**config.mk**
```make
export PLATFORM = sky130hd
export DESIGN_NAME = wb_select_unit_flat
export DESIGN_NICKNAME = d
export VERILOG_FILES = /design/src/rtl/wb_pkg.sv /design/src/rtl/wb_select_unit_if.sv /design/src/rtl/load_align.sv /design/src/rtl/wb_select_unit.sv /design/src/flat_wrapper.sv
export SDC_FILE = /design/constraint.sdc
export NUM_CORES = 1
export LEC_CHECK = 0
export ABC_AREA = 1
export CORE_MARGIN = 2
export CORE_UTILIZATION = 41
export CTS_CLUSTER_DIAMETER = 100
export DETAILED_ROUTE_END_ITERATION = 7
export MAX_ROUTING_LAYER = met4
export PLACE_DENSITY_LB_ADDON = 0.1
export SYNTH_ARGS = -nofsm -noshare
export SYNTH_HDL_FRONTEND = slang
export SYNTH_SLANG_ARGS = --single-unit
export TNS_END_PERCENT = 10
```
**constraint.sdc**
```tcl
create_clock -name clk -period 1.8 [get_ports clk]
set_input_delay 0.18 -clock clk [delete_from_list [all_inputs] [get_ports clk]]
set_output_delay 0.18 -clock clk [all_outputs]
set_load 0.05 [all_outputs]
```
**src/rtl/wb_pkg.sv**
```systemverilog
// rtl/wb_pkg.sv - shared source indices, load codes and FSM states for the writeback stage
package wb_pkg;

    localparam int WB_ALU  = 0;
    localparam int WB_LOAD = 1;
    localparam int WB_PC4  = 2;
    localparam int WB_CSR  = 3;

    typedef enum logic [2:0] {
        LD_LB  = 3'b000,
        LD_LH  = 3'b001,
        LD_LW  = 3'b010,
        LD_LBU = 3'b100,
        LD_LHU = 3'b101
    } ld_funct3_t;

    typedef enum logic {
        IDLE,
        WAIT_MEM
    } wb_state_t;

endpackage

```
**src/rtl/wb_select_unit_if.sv**
```systemverilog
// rtl/wb_select_unit_if.sv - MEM/WB handshake and register-file write port bundle
interface wb_select_unit_if #(
    parameter int XLEN    = 32,
    parameter int NUM_SRC = 4,
    parameter int RA_W    = 5,
    parameter int SEL_W   = $clog2(NUM_SRC)
);
    logic                    in_valid;
    logic                    in_ready;
    logic [SEL_W-1:0]        wb_sel;
    logic [NUM_SRC*XLEN-1:0] src_data;
    logic [2:0]              ld_funct3;
    logic [1:0]              ld_addr_lo;
    logic [RA_W-1:0]         rd;
    logic                    reg_wr;
    logic                    mem_rvalid;
    logic                    rf_we;
    logic [RA_W-1:0]         rf_waddr;
    logic [XLEN-1:0]         rf_wdata;
    logic                    ld_misalign;

    modport master (
        output in_valid, wb_sel, src_data, ld_funct3, ld_addr_lo, rd, reg_wr, mem_rvalid,
        input  in_ready, rf_we, rf_waddr, rf_wdata, ld_misalign
    );

    modport slave (
        input  in_valid, wb_sel, src_data, ld_funct3, ld_addr_lo, rd, reg_wr, mem_rvalid,
        output in_ready, rf_we, rf_waddr, rf_wdata, ld_misalign
    );

endinterface

```
**src/rtl/load_align.sv**
```systemverilog
// rtl/load_align.sv - combinational load byte/half extraction, extension and misalignment detect
module load_align
    import wb_pkg::*;
#(
    parameter int XLEN = 32
) (
    input  logic [XLEN-1:0] data,
    input  logic [2:0]      funct3,
    input  logic [1:0]      addr_lo,
    output logic [XLEN-1:0] ext_data,
    output logic            misalign
);

    logic [7:0]  byte_v;
    logic [15:0] half_v;

    assign byte_v = data[{addr_lo, 3'b000} +: 8];
    assign half_v = data[{addr_lo[1], 4'b0000} +: 16];

    // Anything not a byte/half code behaves as a full word.
    always_comb begin
        ext_data = data;
        misalign = 1'b0;
        case (funct3)
            LD_LB:  ext_data = {{(XLEN-8){byte_v[7]}}, byte_v};
            LD_LBU: ext_data = {{(XLEN-8){1'b0}}, byte_v};
            LD_LH: begin
                ext_data = {{(XLEN-16){half_v[15]}}, half_v};
                misalign = addr_lo[0];
            end
            LD_LHU: begin
                ext_data = {{(XLEN-16){1'b0}}, half_v};
                misalign = addr_lo[0];
            end
            default: begin
                ext_data = data;
                misalign = |addr_lo;
            end
        endcase
    end

endmodule

```
**src/rtl/wb_select_unit.sv**
```systemverilog
// rtl/wb_select_unit.sv - registered writeback stage with source select and load-wait stall
module wb_select_unit
    import wb_pkg::*;
#(
    parameter int XLEN     = 32,
    parameter int NUM_SRC  = 4,
    parameter int LOAD_SRC = WB_LOAD,
    parameter int RA_W     = 5,
    parameter int SEL_W    = $clog2(NUM_SRC)
) (
    input  logic              clk,
    input  logic              rst_n,
    wb_select_unit_if.slave   bus
);

    localparam logic [SEL_W-1:0] LOAD_SEL = SEL_W'(LOAD_SRC);

    wb_state_t       state;
    logic [RA_W-1:0] cap_rd;
    logic [2:0]      cap_f3;
    logic [1:0]      cap_lo;
    logic            cap_wr;

    logic [XLEN-1:0] sel_data;
    logic [XLEN-1:0] load_data;
    logic [XLEN-1:0] ext_data;
    logic [2:0]      al_f3;
    logic [1:0]      al_lo;
    logic            misalign;
    logic            is_load;

    assign bus.in_ready = (state == IDLE);
    assign is_load      = (bus.wb_sel == LOAD_SEL);
    assign load_data    = bus.src_data[LOAD_SRC*XLEN +: XLEN];

    // Out-of-range selects fall through to source 0.
    always_comb begin
        sel_data = bus.src_data[0 +: XLEN];
        for (int i = 0; i < NUM_SRC; i++) begin
            if (bus.wb_sel == SEL_W'(i)) sel_data = bus.src_data[i*XLEN +: XLEN];
        end
    end

    assign al_f3 = (state == WAIT_MEM) ? cap_f3 : bus.ld_funct3;
    assign al_lo = (state == WAIT_MEM) ? cap_lo : bus.ld_addr_lo;

    load_align #(.XLEN(XLEN)) u_align (
        .data     (load_data),
        .funct3   (al_f3),
        .addr_lo  (al_lo),
        .ext_data (ext_data),
        .misalign (misalign)
    );

    // Address/data registers only move on an actual write so they hold otherwise.
    always_ff @(posedge clk or negedge rst_n) begin
        if (!rst_n) begin
            state           <= IDLE;
            bus.rf_we       <= 1'b0;
            bus.rf_waddr    <= '0;
            bus.rf_wdata    <= '0;
            bus.ld_misalign <= 1'b0;
            cap_rd          <= '0;
            cap_f3          <= '0;
            cap_lo          <= '0;
            cap_wr          <= 1'b0;
        end else begin
            bus.rf_we       <= 1'b0;
            bus.ld_misalign <= 1'b0;
            case (state)
                IDLE: begin
                    if (bus.in_valid) begin
                        if (!is_load) begin
                            if (bus.reg_wr && bus.rd != '0) begin
                                bus.rf_we    <= 1'b1;
                                bus.rf_waddr <= bus.rd;
                                bus.rf_wdata <= sel_data;
                            end
                        end else if (bus.mem_rvalid) begin
                            bus.ld_misalign <= misalign;
                            if (bus.reg_wr && bus.rd != '0 && !misalign) begin
                                bus.rf_we    <= 1'b1;
                                bus.rf_waddr <= bus.rd;
                                bus.rf_wdata <= ext_data;
                            end
                        end else begin
                            cap_rd <= bus.rd;
                            cap_f3 <= bus.ld_funct3;
                            cap_lo <= bus.ld_addr_lo;
                            cap_wr <= bus.reg_wr;
                            state  <= WAIT_MEM;
                        end
                    end
                end
                WAIT_MEM: begin
                    if (bus.mem_rvalid) begin
                        state           <= IDLE;
                        bus.ld_misalign <= misalign;
                        if (cap_wr && cap_rd != '0 && !misalign) begin
                            bus.rf_we    <= 1'b1;
                            bus.rf_waddr <= cap_rd;
                            bus.rf_wdata <= ext_data;
                        end
                    end
                end
                default: state <= IDLE;
            endcase
        end
    end

endmodule

```
**src/flat_wrapper.sv**
```systemverilog
// flat-port wrapper written by rule: the top's interface ports become plain ports
module wb_select_unit_flat import wb_pkg::*;
#(
    parameter int XLEN     = 32,
    parameter int NUM_SRC  = 4,
    parameter int LOAD_SRC = WB_LOAD,
    parameter int RA_W     = 5,
    parameter int SEL_W    = $clog2(NUM_SRC)
)
  (clk, rst_n, bus_in_valid, bus_wb_sel, bus_src_data, bus_ld_funct3, bus_ld_addr_lo, bus_rd, bus_reg_wr, bus_mem_rvalid, bus_in_ready, bus_rf_we, bus_rf_waddr, bus_rf_wdata, bus_ld_misalign);
  wb_select_unit_if #(.XLEN(XLEN), .NUM_SRC(NUM_SRC), .RA_W(RA_W), .SEL_W(SEL_W)) bus_i ();
  input  logic clk;
  input  logic rst_n;
  input wire logic [$bits(bus_i.in_valid)-1:0] bus_in_valid;
  input wire logic [$bits(bus_i.wb_sel)-1:0] bus_wb_sel;
  input wire logic [$bits(bus_i.src_data)-1:0] bus_src_data;
  input wire logic [$bits(bus_i.ld_funct3)-1:0] bus_ld_funct3;
  input wire logic [$bits(bus_i.ld_addr_lo)-1:0] bus_ld_addr_lo;
  input wire logic [$bits(bus_i.rd)-1:0] bus_rd;
  input wire logic [$bits(bus_i.reg_wr)-1:0] bus_reg_wr;
  input wire logic [$bits(bus_i.mem_rvalid)-1:0] bus_mem_rvalid;
  output wire logic [$bits(bus_i.in_ready)-1:0] bus_in_ready;
  output wire logic [$bits(bus_i.rf_we)-1:0] bus_rf_we;
  output wire logic [$bits(bus_i.rf_waddr)-1:0] bus_rf_waddr;
  output wire logic [$bits(bus_i.rf_wdata)-1:0] bus_rf_wdata;
  output wire logic [$bits(bus_i.ld_misalign)-1:0] bus_ld_misalign;
  assign bus_i.in_valid = bus_in_valid;
  assign bus_i.wb_sel = bus_wb_sel;
  assign bus_i.src_data = bus_src_data;
  assign bus_i.ld_funct3 = bus_ld_funct3;
  assign bus_i.ld_addr_lo = bus_ld_addr_lo;
  assign bus_i.rd = bus_rd;
  assign bus_i.reg_wr = bus_reg_wr;
  assign bus_i.mem_rvalid = bus_mem_rvalid;
  assign bus_in_ready = bus_i.in_ready;
  assign bus_rf_we = bus_i.rf_we;
  assign bus_rf_waddr = bus_i.rf_waddr;
  assign bus_rf_wdata = bus_i.rf_wdata;
  assign bus_ld_misalign = bus_i.ld_misalign;
  wb_select_unit #(.XLEN(XLEN), .NUM_SRC(NUM_SRC), .LOAD_SRC(LOAD_SRC), .RA_W(RA_W), .SEL_W(SEL_W)) u_core (.clk(clk), .rst_n(rst_n), .bus(bus_i));
endmodule
```
# After elaboration in Yosys (flattened, before gate mapping)

Cells that the tools add are included.
W data, S select, Z words.

Input bits: 145
Flip-flop bits (word level): 51
Output and inout port bits: 40

Reduce and logical (&&, ||, !) cells: 13
Shift-type cells: 2
Equal/unequal tests: 12
Mux-type cells: 38
Bitwise logic cells: 2

Operators with widths:

| operator             | count |
|---|---|
| $mux W32             | 9 |
| $pmux W32 S4         | 1 |
| $pmux W32 S2         | 1 |
| $mux W5              | 7 |
| $shiftx A32 B6 Y16   | 1 |
| $shiftx A32 B6 Y8    | 1 |
| $mux W1              | 13 |
| $pmux W5 S2          | 1 |
| $reduce_bool A5 Y1   | 2 |
| $pmux W1 S2          | 4 |
| $eq A3 B3 Y1 const B | 2 |
| $ne A2 B2 Y1 const B | 3 |
| $ne A3 B3 Y1 const B | 2 |
| $reduce_and A6 Y1    | 1 |
| $reduce_or A2 Y1     | 3 |
| $eq A2 B2 Y1 const B | 2 |
| $logic_and A1 B1 Y1  | 4 |
| $reduce_and A4 Y1    | 1 |
| $eq A3 B1 Y1 const B | 1 |
| $logic_not A3 Y1     | 1 |
| $mux W3              | 1 |
| $ne A3 B1 Y1 const B | 1 |
| $eq A2 B1 Y1 const B | 1 |
| $mux W2              | 1 |
| other kinds (2)      | 3 |

# Logic depth before layout (Yosys ltp)

Gate-level depths: netlist of run 1.

Word-level depth: 11
Depth in mapped cells: 14

# Hierarchy

Synthesis of run 1 repeated with hierarchy kept, for this count alone.

Cell total of the unflattened synthesis: 731
Area, all modules: 4245.3 sq um

Modules (own cells, without submodules):

| module         | cells each | instances | area an instance (sq um) |
|---|---|---|---|
| wb_select_unit | 538        | 1         | 3303.2 |
| load_align     | 193        | 1         | 942.2 |

# Worst setup path after synthesis of run 1

No wires, ideal clock.

Kind: register to register
From: register u_core.state
To: register u_core.bus.rf_wdata[28]
Library setup time: 0.117 ns
Cell stages (with the launch flop): 14
Arrival time: 1.506 ns
Path buffers: 3
Path slack: 0.176 ns
Path through: dfrtp_1 buf_6 inv_8 nand2_1 nand2_2 nand2_2 nand2_4 nand3_4 nand2_2 nand2_2 buf_6 buf_8 nand2_2 nand2_1

Elaborated cells between the ends (all ways): 31

RTL lines:

| element                                                     | RTL line                | RTL |
|---|---|---|
| from (decl)                                                 | wb_select_unit.sv:18    | `wb_state_t state;` |
| from (signal assigned)                                      | wb_select_unit.sv:58    | `state <= IDLE;` |
| from (signal assigned)                                      | wb_select_unit.sv:91    | `state <= WAIT_MEM;` |
| from (signal assigned)                                      | wb_select_unit.sv:97    | `state <= IDLE;` |
| $not A1 Y1 (no source line) *                               | --                      |  |
| named net bus_in_ready                                      | flat_wrapper.sv:22      | `output wire logic [$bits(bus_i.in_ready)-1:0] bus_in_ready;` |
| $ne A3 B1 Y1 (no source line), or another cell as far along | --                      |  |
| $reduce_and A6 Y1 (no source line)                          | --                      |  |
| to (signal assigned)                                        | wb_select_unit.sv:77    | `bus.rf_wdata <= sel_data;` |
| to (signal assigned)                                        | wb_select_unit.sv:84    | `bus.rf_wdata <= ext_data;` |
| to (signal assigned)                                        | wb_select_unit.sv:102   | `bus.rf_wdata <= ext_data;` |
| to (decl)                                                   | wb_select_unit_if.sv:29 | `output in_ready, rf_we, rf_waddr, rf_wdata, ld_misalign` |

Mark *: on every way through the listed nets, which the timed path passes. The rest lies on a longest branch. The select of a mux whose other input is x is not followed.
A chain may end at the register's enable or synchronous reset.

# Worst setup path in the final report of run 1

From: register u_core.bus.rf_wdata[16]
To: output port bus_rf_wdata[16]

RTL lines:

| element   | RTL line           | RTL |
|---|---|---|
| to (decl) | flat_wrapper.sv:25 | `output wire logic [$bits(bus_i.rf_wdata)-1:0] bus_rf_wdata;` |

No word-level cell between the ends.

==> results.yml, run 1 <==
critical_path:
  crit_family: "buffers and inverters"
  crit_path_start_kind: "register"
  crit_path_end_kind: "primary output"
  slowest_delay_ns: 0.83
  path_cells: "clkdlybuf4s50_1"
  crit_type: "reg -> out"
  required_ns: 1.62
  cp.buffers_inverters: 1
  critPathMaxFanout: 2
  crit_arrival_ns: 1.54
  cp_slowest_cell: "clkdlybuf4s50_1"
cts:
  cts_max_level: 2
  clkTransAtPathRegs_ns: 0.11
  clock_path_buffers: 2
  cts_sinks: 51
  clock-root-buffer: "clkbuf_8"
  numCtsBuffers: 5
  clock_latency_ns: 0.31
  cts_tree: "yes"
global_route:
  grt_overflow: 0
  grt_pass1_wl_mm: 22.3
  track_usage_pct: 29.0
  antenna_found_initial: 0
  use_met2_pct: 49.1
  grt_pass1_vias: 4633
  grt_use_met1_pct: 35.9
  use_met3_pct: 4.22
  top_usage_layer: "met2"
  grt_max_degree: 23
timing:
  setup_viol: 0
  max_freq_mhz: 581
  period_share_pct: 95.5
  maxSlewViolCount: 0
  hold_violations: 0
  finClkSkew_ns: 0.0133
  worstMarginPinSlew_ns: 0.535
  fin_setup_tns_ns: 0
  max_slew_margin_pct: 64.2
  holdWs_ns: 0.280
  period_needed_ns: 1.72
yosys:
  yosysWarnings: 0
  syn_area_per_cell_um2: 6.52
  syn_nets: 721
  syn_inst: 576
  yosys_register_bits: 51
  ys_seq_area_share_pct: 34.0
  synth.cell_area_um2: 3750
  ys_types: 26
detailed_routing:
  wirelength_mm: 14.1
  routed_via_density: 5.17
  drtAntennaViolNets: 0
  drt-wirelength-per-cell_um: 15.8
  drtPass1Iterations: 5
  drt_iter0_markers: 225
  drc: 0
  num_vias: 4605
die:
  io_pins: 185
  start_util_pct: 42.6
  fp.dieH_um: 99.7
  die_x_um: 99.7
  num_rows: 34
  die_area_um2: 9940
  coreArea_um2: 8810
hold_path:
  hold_class: "in -> async"
final_layout:
  diodes: 0
  drive_gt1_share_pct: 11.8
  syn_to_final_growth_pct: 62.6
  postLayoutCoreUtil_pct: 69.3
  nets: 926
  fin_area_um2: 6100
power:
  vdd.ir_drop.worst_v: 0.000470
  p_per_area_nw_per_um2: 781
  p_leak_nw: 2.92
job:
  drv_cap: 0
place:
  dpl_cell_area_um2: 5950
  globalplace.congestion: 0.957
  dp_hpwl_mm: 11.3
  portBuffers: 184
outcome:
  status: "complete, no violations"
cells in the mapped netlist:
cell type	instances	share of area, %
a221oi_1	21	4.9
nand2_1	243	24
nand2_2	22	3.7
o21bai_1	1	0.20
nand2_8	1	0.53
nand3_1	67	8.9
inv_8	1	0.30
buf_2	11	1.5
nand3b_1	2	0.40
nor2_1	16	1.6
nand3_4	1	0.47
clkinv_1	1	0.10
inv_1	34	3.4
buf_8	1	0.40
inv_2	1	0.10
a21oi_1	40	5.3
nor3b_1	1	0.20
nand2_4	3	0.90
o21ai_1	1	0.13
buf_6	7	2.1
dfrtp_1	51	34
clkbuf_1	14	1.4
nand3_2	2	0.53
buf_4	1	0.20
nand4_1	1	0.17
o21ai_0	32	4.3
flip-flops by register name (all words and copies together), names as in the netlist:
name                    cells
u_core.bus.rf_wdata        32
u_core.bus.rf_waddr         5
u_core.cap_rd               5
u_core.cap_f3               3
u_core.cap_lo               2
u_core.bus.ld_misalign      1
u_core.bus.rf_we            1
u_core.cap_wr               1
u_core.state                1
metal layers:
layer / vias to the layer above / part of all wire, %
met4: 0 / 2.2
met1: 2085 / 43
met2: 204 / 49
met3: 27 / 6.5
met5: - / 0
li1: 2289 / -
cell type report:
type                       count  area (um2)
clock buffer                   5        68.8
clock inverter                 3        43.8
fill                         789        2700
inverter                      37         146
multi-input combinational    454        2140
sequential                    51        1280
tap                          108         135
timing repair buffer         232        2290
cells in the final DEF (no fill, tap or decap), types with 4 or more instances in the layout:
cell type	netlist	layout
clkbuf_8	0	5
nand2_4	3	4
nand2_2	22	22
dfrtp_1	51	51
nand3_1	67	67
o21ai_0	32	32
inv_1	34	34
buf_4	1	38
a221oi_1	21	21
nor2_1	16	13
nand2_1	243	242
buf_12	0	7
a21oi_1	40	40
clkdlybuf4s50_1	0	182
per-stage QoR:
stage	std cells	worst slack, ns	power [W]
CTS	889	0.0675	0.00478
finish	890	0.0803	0.00477
detailed placement	880	-0.0555	0.00393
floorplan	576	0.176	0.00289
global placement	880	-0.00894	0.00390
global route	890	-0.00243	0.00503
cell families (layout without fill, tap and decap cells):
kind of cell	count (synthesis)	after routing	share of synthesized area [%]
DFF	51	51	34.0
and+or+nand+nor	359	359	41.7
AOI/OAI and AO/OA	95	95	14.8
buffers and inverters	71	277	9.47
worst paths after layout:
kind                            cells after the start  slack (ns)                                   to                                start
worst max-delay path                                1        0.08                     bus_rf_wdata[16]  u_core.bus.rf_wdata[16]$_DFFE_PN0P_
worst min-delay path                                2        0.28     u_core.bus.ld_misalign$_DFF_PN0_                                rst_n
worst max register to register                      8        0.11  u_core.bus.rf_wdata[21]$_DFFE_PN0P_               u_core.state$_DFF_PN0_
worst min register to register                      2        0.49   u_core.bus.rf_waddr[1]$_DFFE_PN0P_   u_core.bus.rf_waddr[1]$_DFFE_PN0P_
max in group asynchronous                           3        0.92  u_core.bus.rf_wdata[16]$_DFFE_PN0P_                                rst_n
min in group clk                                    3        0.45         u_core.cap_f3[2]$_DFFE_PN0P_                     bus_ld_funct3[2]
report_power, final:
group | internal, W | leakage [nW] | switching [W]
registers | 0.00139 | 0.641 | 0.000160
logic | 0.000974 | 2.22 | 0.00141
clock network | 0.000415 | 0.0581 | 0.000422
timing repair:
item / CTS / global route
hold buffers: 1 / 0
resized for setup: 0 / 7
hold endpoints to repair: 12 / 0
endpoints found under the setup margin: 0 / 24
buffers inserted: 0 / 0
Power figures use the tool's default switching activity.
==> run 2, diff against run 1 <==
MAX_ROUTING_LAYER = not set   (was met4)
==> run 2 against run 1 <==
Against the previous run: register-to-register slack hardly changed; critical path depth stayed put; cell count is 1.0% lower; critical path type unchanged; largest power group unchanged.
==> results.yml, run 2 (synthesis gave the netlist of run 1 again) <==
die:
  start_util_pct: 42.6
  die_area_um2: 9940
  die_x_um: 99.7
  coreArea_um2: 8810
  io_pins: 185
  num_rows: 34
  fp.dieH_um: 99.7
final_layout:
  top_regs: "u_core.bus.rf_wdata: 32 flops, u_core.bus.rf_waddr: 5 flops, u_core.cap_rd: 5 flops"
  syn_to_final_growth_pct: 61.8
  top_register: "u_core.bus.rf_wdata"
  nFillCells: 781
  layout_common_cells: "nand2_1, clkdlybuf4s50_1, nand3_1"
  final_common_cell: "nand2_1"
  largest_reg_flops: 32
  nets: 917
  fin_area_um2: 6070
  drive_gt1_share_pct: 10.7
  diodes: 0
critical_path:
  crit_path_start_kind: "register"
  required_ns: 1.62
  cp.buffers_inverters: 1
  cp_slowest_cell: "clkdlybuf4s50_1"
  critPathMaxFanout: 2
  crit_arrival_ns: 1.57
  crit_family: "buffers and inverters"
  slowest_delay_ns: 0.83
  crit_type: "reg -> out"
  crit_path_end_kind: "primary output"
  path_cells: "clkdlybuf4s50_1"
  crit_start: "u_core.bus.rf_wdata[9]$_DFFE_PN0P_"
  reg2reg_from: "u_core.state$_DFF_PN0_"
cts:
  cts_tree: "yes"
  cts_sinks: 51
  numCtsBuffers: 5
  cts_max_level: 2
  clock_path_buffers: 2
  clock-root-buffer: "clkbuf_8"
  clock_latency_ns: 0.32
  clkTransAtPathRegs_ns: 0.11
place:
  pre_cts_slack_ns: -0.0677
  globalplace.congestion: 0.967
  dp_hpwl_mm: 11.2
  portBuffers: 184
  dpl_cell_area_um2: 5910
outcome:
  status: "complete, no violations"
detailed_routing:
  drt-wirelength-per-cell_um: 16.6
  routed_via_density: 5.26
  num_vias: 4631
  drtAntennaViolNets: 0
  wirelength_mm: 14.6
  drc: 0
  drt_iter0_markers: 252
  drtPass1Iterations: 5
timing:
  holdWs_ns: 0.396
  setup_slack_ns: 0.0473
  finClkSkew_ns: 0.0131
  max_freq_mhz: 571
  grt_setup_unrepaired: "false"
  hold_violations: 0
  max_slew_margin_pct: 59.2
  period_needed_ns: 1.75
  setup_viol: 0
  worstMarginPinSlew_ns: 0.612
  maxSlewViolCount: 0
  period_share_pct: 97.4
power:
  power_frac_seq_pct: 32.4
  power_frac_clock_pct: 17.9
  p_per_area_nw_per_um2: 790
  combPwrFrac_pct: 49.7
  vdd.ir_drop.worst_v: 0.000546
  finalPower_w: 0.00480
  p_leak_nw: 2.89
  p_sw_share_pct: 42.3
  p_sw_w: 0.00203
  power.internal_w: 0.00277
global_route:
  antenna_found_initial: 0
  grt_pass1_wl_mm: 23.1
  grt_pass1_vias: 4608
  track_usage_pct: 29.4
  grt_overflow: 0
  grt_max_degree: 39
hold_path:
  hold_class: "in -> async"
job:
  drv_cap: 0
==> run 2: cell types whose count changed in the layout (fill, tap and decap cells not counted), moves of 2 or more <==
| cell | previous run | this run |
|---|---|---|
| nor2_1 | 13 | 15 |
| buf_6 | 2 | 0 |
| buf_4 | 38 | 29 |
| buf_12 | 7 | 10 |
| nor2_2 | 3 | 1 |
==> run 2: power groups by stage <==
| stage | combinational [W] | sequential (W) | clock [W] |
|---|---|---|---|
| final | 0.00239 | 0.00156 | 0.000858 |
| after global routing | 0.00256 | 0.00159 | 0.000908 |
| after CTS | 0.00238 | 0.00156 | 0.000873 |
| after detailed placement | 0.00237 | 0.00157 | 0 |
| after global placement | 0.00234 | 0.00156 | 0 |
| after floorplan | 0.000674 | 0.00222 | 0 |
==> run 2: routing by layer <==
metal | GRT usage (%) | part of all wire (%)
met1 | 38.6 | 41
met2 | 48.4 | 48
met3 | 5.76 | 8.1
met4 | 10.0 | 2.3
met5 | 0 | 0
==> run 2: path summary, 6_finish.rpt <==
path / slack (ns) / depth (start not counted) / endpoint
worst min-delay path: 0.40 / 2 / u_core.cap_f3[2]$_DFFE_PN0P_
worst max-delay path: 0.05 / 1 / bus_rf_wdata[9]
max in group asynchronous: 0.81 / 3 / u_core.bus.rf_wdata[26]$_DFFE_PN0P_
worst min register to register: 0.49 / 2 / u_core.bus.rf_waddr[1]$_DFFE_PN0P_
worst max register to register: 0.10 / 14 / u_core.bus.rf_wdata[28]$_DFFE_PN0P_
min in group clk: 0.43 / 3 / u_core.cap_f3[2]$_DFFE_PN0P_
==> run 2: metrics by stage <==
step,setup TNS (ns),utilization [%],cells
after floorplan,0,-,576
after global placement,-0.0225,67.1,870
after detailed placement,-0.895,67.1,870
after CTS,0,68.5,879
after global routing,0,69.0,881
final,0,69.0,881
==> run 2: layout make-up <==
| cell class | instances | area (um2) | share of cell area (%) |
|---|---|---|---|
| clock buffers | 5 | 68.8 | 1.13 |
| multi-input cells | 454 | 2130 | 35.0 |
| clock inverters | 3 | 43.8 | 0.721 |
| well taps | 108 | 135 | 2.23 |
| repair buffers | 223 | 2270 | 37.4 |
| flip-flops and latches | 51 | 1280 | 21.0 |
| inverters | 37 | 151 | 2.49 |
==> run 2: repair_timing <==
action / 4_1_cts / 5_1_grt
endpoints found under the setup margin: 0 / 31
buffers inserted: 0 / 1
hold endpoints to repair: 22 / 0
resized for setup: 0 / 4
hold buffers: 1 / 0
==> run 3, diff against run 2 <==
ABC_AREA = not set   (was 1)
GPL_ROUTABILITY_DRIVEN = 0   (was not set)
==> run 3 against run 2 <==
Against the previous run: the flow now finishes with violations (setup timing); die area fell by 3.0%; sequential power rose by 4%; fmax fell by 13%; highest routed layer unchanged.
==> results.yml, run 3 <==
power:
  p_per_area_nw_per_um2: 837
  p_sw_share_pct: 41.0
  vdd.ir_drop.worst_v: 0.000587
  power_frac_seq_pct: 30.2
  finalPower_w: 0.00538
  power.internal_w: 0.00318
  combPwrFrac_pct: 53.9
  power_frac_clock_pct: 15.9
  p_sw_w: 0.00220
  p_leak_nw: 2.65
critical_path:
  crit_path_end_kind: "register"
  cp.buffers_inverters: 2
  cp_slowest_cell: "dfrtp_2"
  r2r_setup_slack_ns: -0.20
  critPathMaxFanout: 7
  crit_arrival_ns: 2.21
  crit_type: "reg -> reg"
  crit_family: "multiplexers"
  crit_path_start_kind: "register"
  required_ns: 2.00
  path_cells: "buf_4 > mux2i_4 > a21boi_4 > o221a_4 > nor2_4 > inv_4 > mux2_2"
  slowest_delay_ns: 0.47
global_route:
  antenna_found_initial: 0
  track_usage_pct: 27.9
  grt_max_degree: 34
  grt_overflow: 0
  grt_pass1_vias: 4140
  grt_pass1_wl_mm: 21.5
yosys:
  ys.flop_type: "dfrtp_1"
  synth_largest_area_cell: "dfrtp_1"
  synth_top_family_by_area: "compound AO/OA/AOI/OAI gates"
  syn_area_per_cell_um2: 9.83
  syn_nets: 515
  synthMuxAreaShare_pct: 24.5
  synthAdderAreaFrac_pct: 0
  synth-edff-count: 0
  synth.cell_area_um2: 3640
  synth_area_leaders: "dfrtp_1, mux2_2, mux2i_1, a32o_1, a21oi_1"
  synthSimpleGateAreaFrac_pct: 8.08
  yosys_register_bits: 51
  yosys-top-cells-count: "dfrtp_1, mux2_2, a21oi_1, mux2i_1, o22ai_1"
  ys_async_sr_fraction_pct: 100
  synth-xor-area-share_pct: 0
  synth_compound_area_share_pct: 26.6
  yosysWarnings: 0
  yosysMostFrequentCell: "dfrtp_1"
  ys_seq_area_share_pct: 35.1
  yosys.area.top_type_share_pct: 35.1
  ys_types: 47
  syn_inst: 370
timing:
  worstMarginPinSlew_ns: 0.532
  setup_slack_ns: -0.205
  period_needed_ns: 2.00
  maxSlewViolCount: 0
  period_share_pct: 111
  grt_setup_unrepaired: "true"
  hold_violations: 0
  max_freq_mhz: 499
  finClkSkew_ns: 0.00452
  setup_viol: 37
  max_slew_margin_pct: 64.5
detailed_routing:
  wirelength_mm: 13.9
  drtPass1Iterations: 5
  drc: 0
  drt-wirelength-per-cell_um: 19.5
  num_vias: 4088
  routed_via_density: 5.73
  drt_iter0_markers: 265
  drtAntennaViolNets: 0
final_layout:
  top_regs: "u_core.bus.rf_wdata: 32 flops, u_core.bus.rf_waddr: 5 flops, u_core.cap_rd: 5 flops"
  syn_to_final_growth_pct: 76.6
  drive_gt1_share_pct: 26.9
  nets: 749
  diodes: 0
  largest_reg_flops: 32
  layout_common_cells: "clkdlybuf4s50_1, buf_4, dfrtp_1"
  final_cell_count_no_fill: 713
  final_common_cell: "clkdlybuf4s50_1"
  top_register: "u_core.bus.rf_wdata"
cts:
  clkTransAtPathRegs_ns: 0.10
  clock_latency_ns: 0.31
  numCtsBuffers: 5
  clock_path_buffers: 2
  cts_max_level: 2
  cts_sinks: 51
  cts_tree: "yes"
  clock-root-buffer: "clkbuf_8"
place:
  placed_cells: 697
  dp_hpwl_mm: 10.7
  portBuffers: 184
die:
  die_x_um: 98.2
  die_area_um2: 9640
  start_util_pct: 41.9
  fp.dieH_um: 98.2
  coreArea_um2: 8680
  io_pins: 185
  num_rows: 34
job:
  drv_cap: 0
hold_path:
  hold_class: "in -> async"
outcome:
  violations: "setup timing"
  status: "finished, violations left"
[run 3: cell types whose count changed in the layout (fill, tap and decap cells not counted), moves of 21 or more]
| cell | previous run | this run |
|---|---|---|
| o22ai_1 | 0 | 24 |
| mux2i_1 | 0 | 28 |
| nand2_1 | 242 | 13 |
| a221oi_1 | 21 | 0 |
| mux2_2 | 0 | 45 |
| nand2_2 | 23 | 0 |
| o21ai_0 | 31 | 10 |
| buf_4 | 29 | 63 |
| nand3_1 | 67 | 6 |
[run 3: cells by family (layout without fill, tap and decap cells)]
kind of cell	after synthesis	in the layout
buffers and inverters	48	283
muxes	81	81
and+or+nand+nor	59	59
AOI/OAI and AO/OA	131	131
DFF	51	51
[run 3: final timing paths]
kind | startpoint | end | cells after the start
worst min register to register | u_core.bus.rf_waddr[2]$_DFFE_PN0P_ | u_core.bus.rf_waddr[2]$_DFFE_PN0P_ | 2
min in group clk | bus_ld_funct3[0] | u_core.cap_f3[0]$_DFFE_PN0P_ | 2
worst max-delay path | u_core.state$_DFF_PN0_ | u_core.bus.rf_wdata[7]$_DFFE_PN0P_ | 7
max in group asynchronous | rst_n | u_core.state$_DFF_PN0_ | 3
worst max register to register | u_core.state$_DFF_PN0_ | u_core.bus.rf_wdata[7]$_DFFE_PN0P_ | 7
worst min-delay path | rst_n | u_core.bus.rf_wdata[22]$_DFFE_PN0P_ | 2
[run 3: final cells by class]
| type | count | area, um2 |
|---|---|---|
| fill | 650 | 2250 |
| timing repair buffer | 257 | 2530 |
| clock buffer | 6 | 82.6 |
| clock inverter | 2 | 35.0 |
| multi-input combinational | 271 | 2290 |
| tap | 108 | 135 |
| sequential | 51 | 1280 |
| inverter | 18 | 70.1 |
[run 3: power groups by stage]
stage               logic (W)  clock network (W)  registers (W)
finish                0.00290           0.000855        0.00162
global route          0.00305           0.000903        0.00166
CTS                   0.00286           0.000862        0.00162
detailed placement    0.00278                  0        0.00163
global placement      0.00273                  0        0.00163
floorplan            0.000755                  0        0.00243
[run 3: timing repair]
item | 4_1_cts | 5_1_grt
cloned | 1 | 1
hold endpoints to repair | 18 | 0
hold buffers | 1 | 0
gates resized for setup | 25 | 13
pin swaps | 15 | 4
buffers inserted | 5 | 1
endpoints found under the setup margin | 38 | 38
[run 3: metrics by stage]
stage / hold slack (ns) / util, % / worst slack [ns] / setup TNS (ns) / cell area, um2
global placement: 0.168 / 69.7 / -0.275 / -8.62 / 6050
CTS: 0.382 / 73.0 / -0.221 / -6.26 / 6330
floorplan: -0.116 / - / -0.216 / -5.41 / 3650
finish: 0.368 / 74.0 / -0.205 / -6.22 / 6420
global route: 0.415 / 74.0 / -0.300 / -9.77 / 6420
detailed placement: 0.171 / 69.7 / -0.343 / -10.18 / 6050
[run 3: worst register-to-register path: stages (launching register included)]
cell,delay (ns)
dfrtp_2,0.47
buf_4,0.16
mux2i_4,0.27
a21boi_4,0.28
o221a_4,0.23
nor2_4,0.04
inv_4,0.12
mux2_2,0.34
[run 3: routing by layer]
metal	vias up	wire (um)	GRT usage [%]
li1	1900	-	-
met1	1969	5660	35.3
met2	208	6920	49.5
met3	11	1180	6.30
met4	0	127	4.64
met5	-	0	0
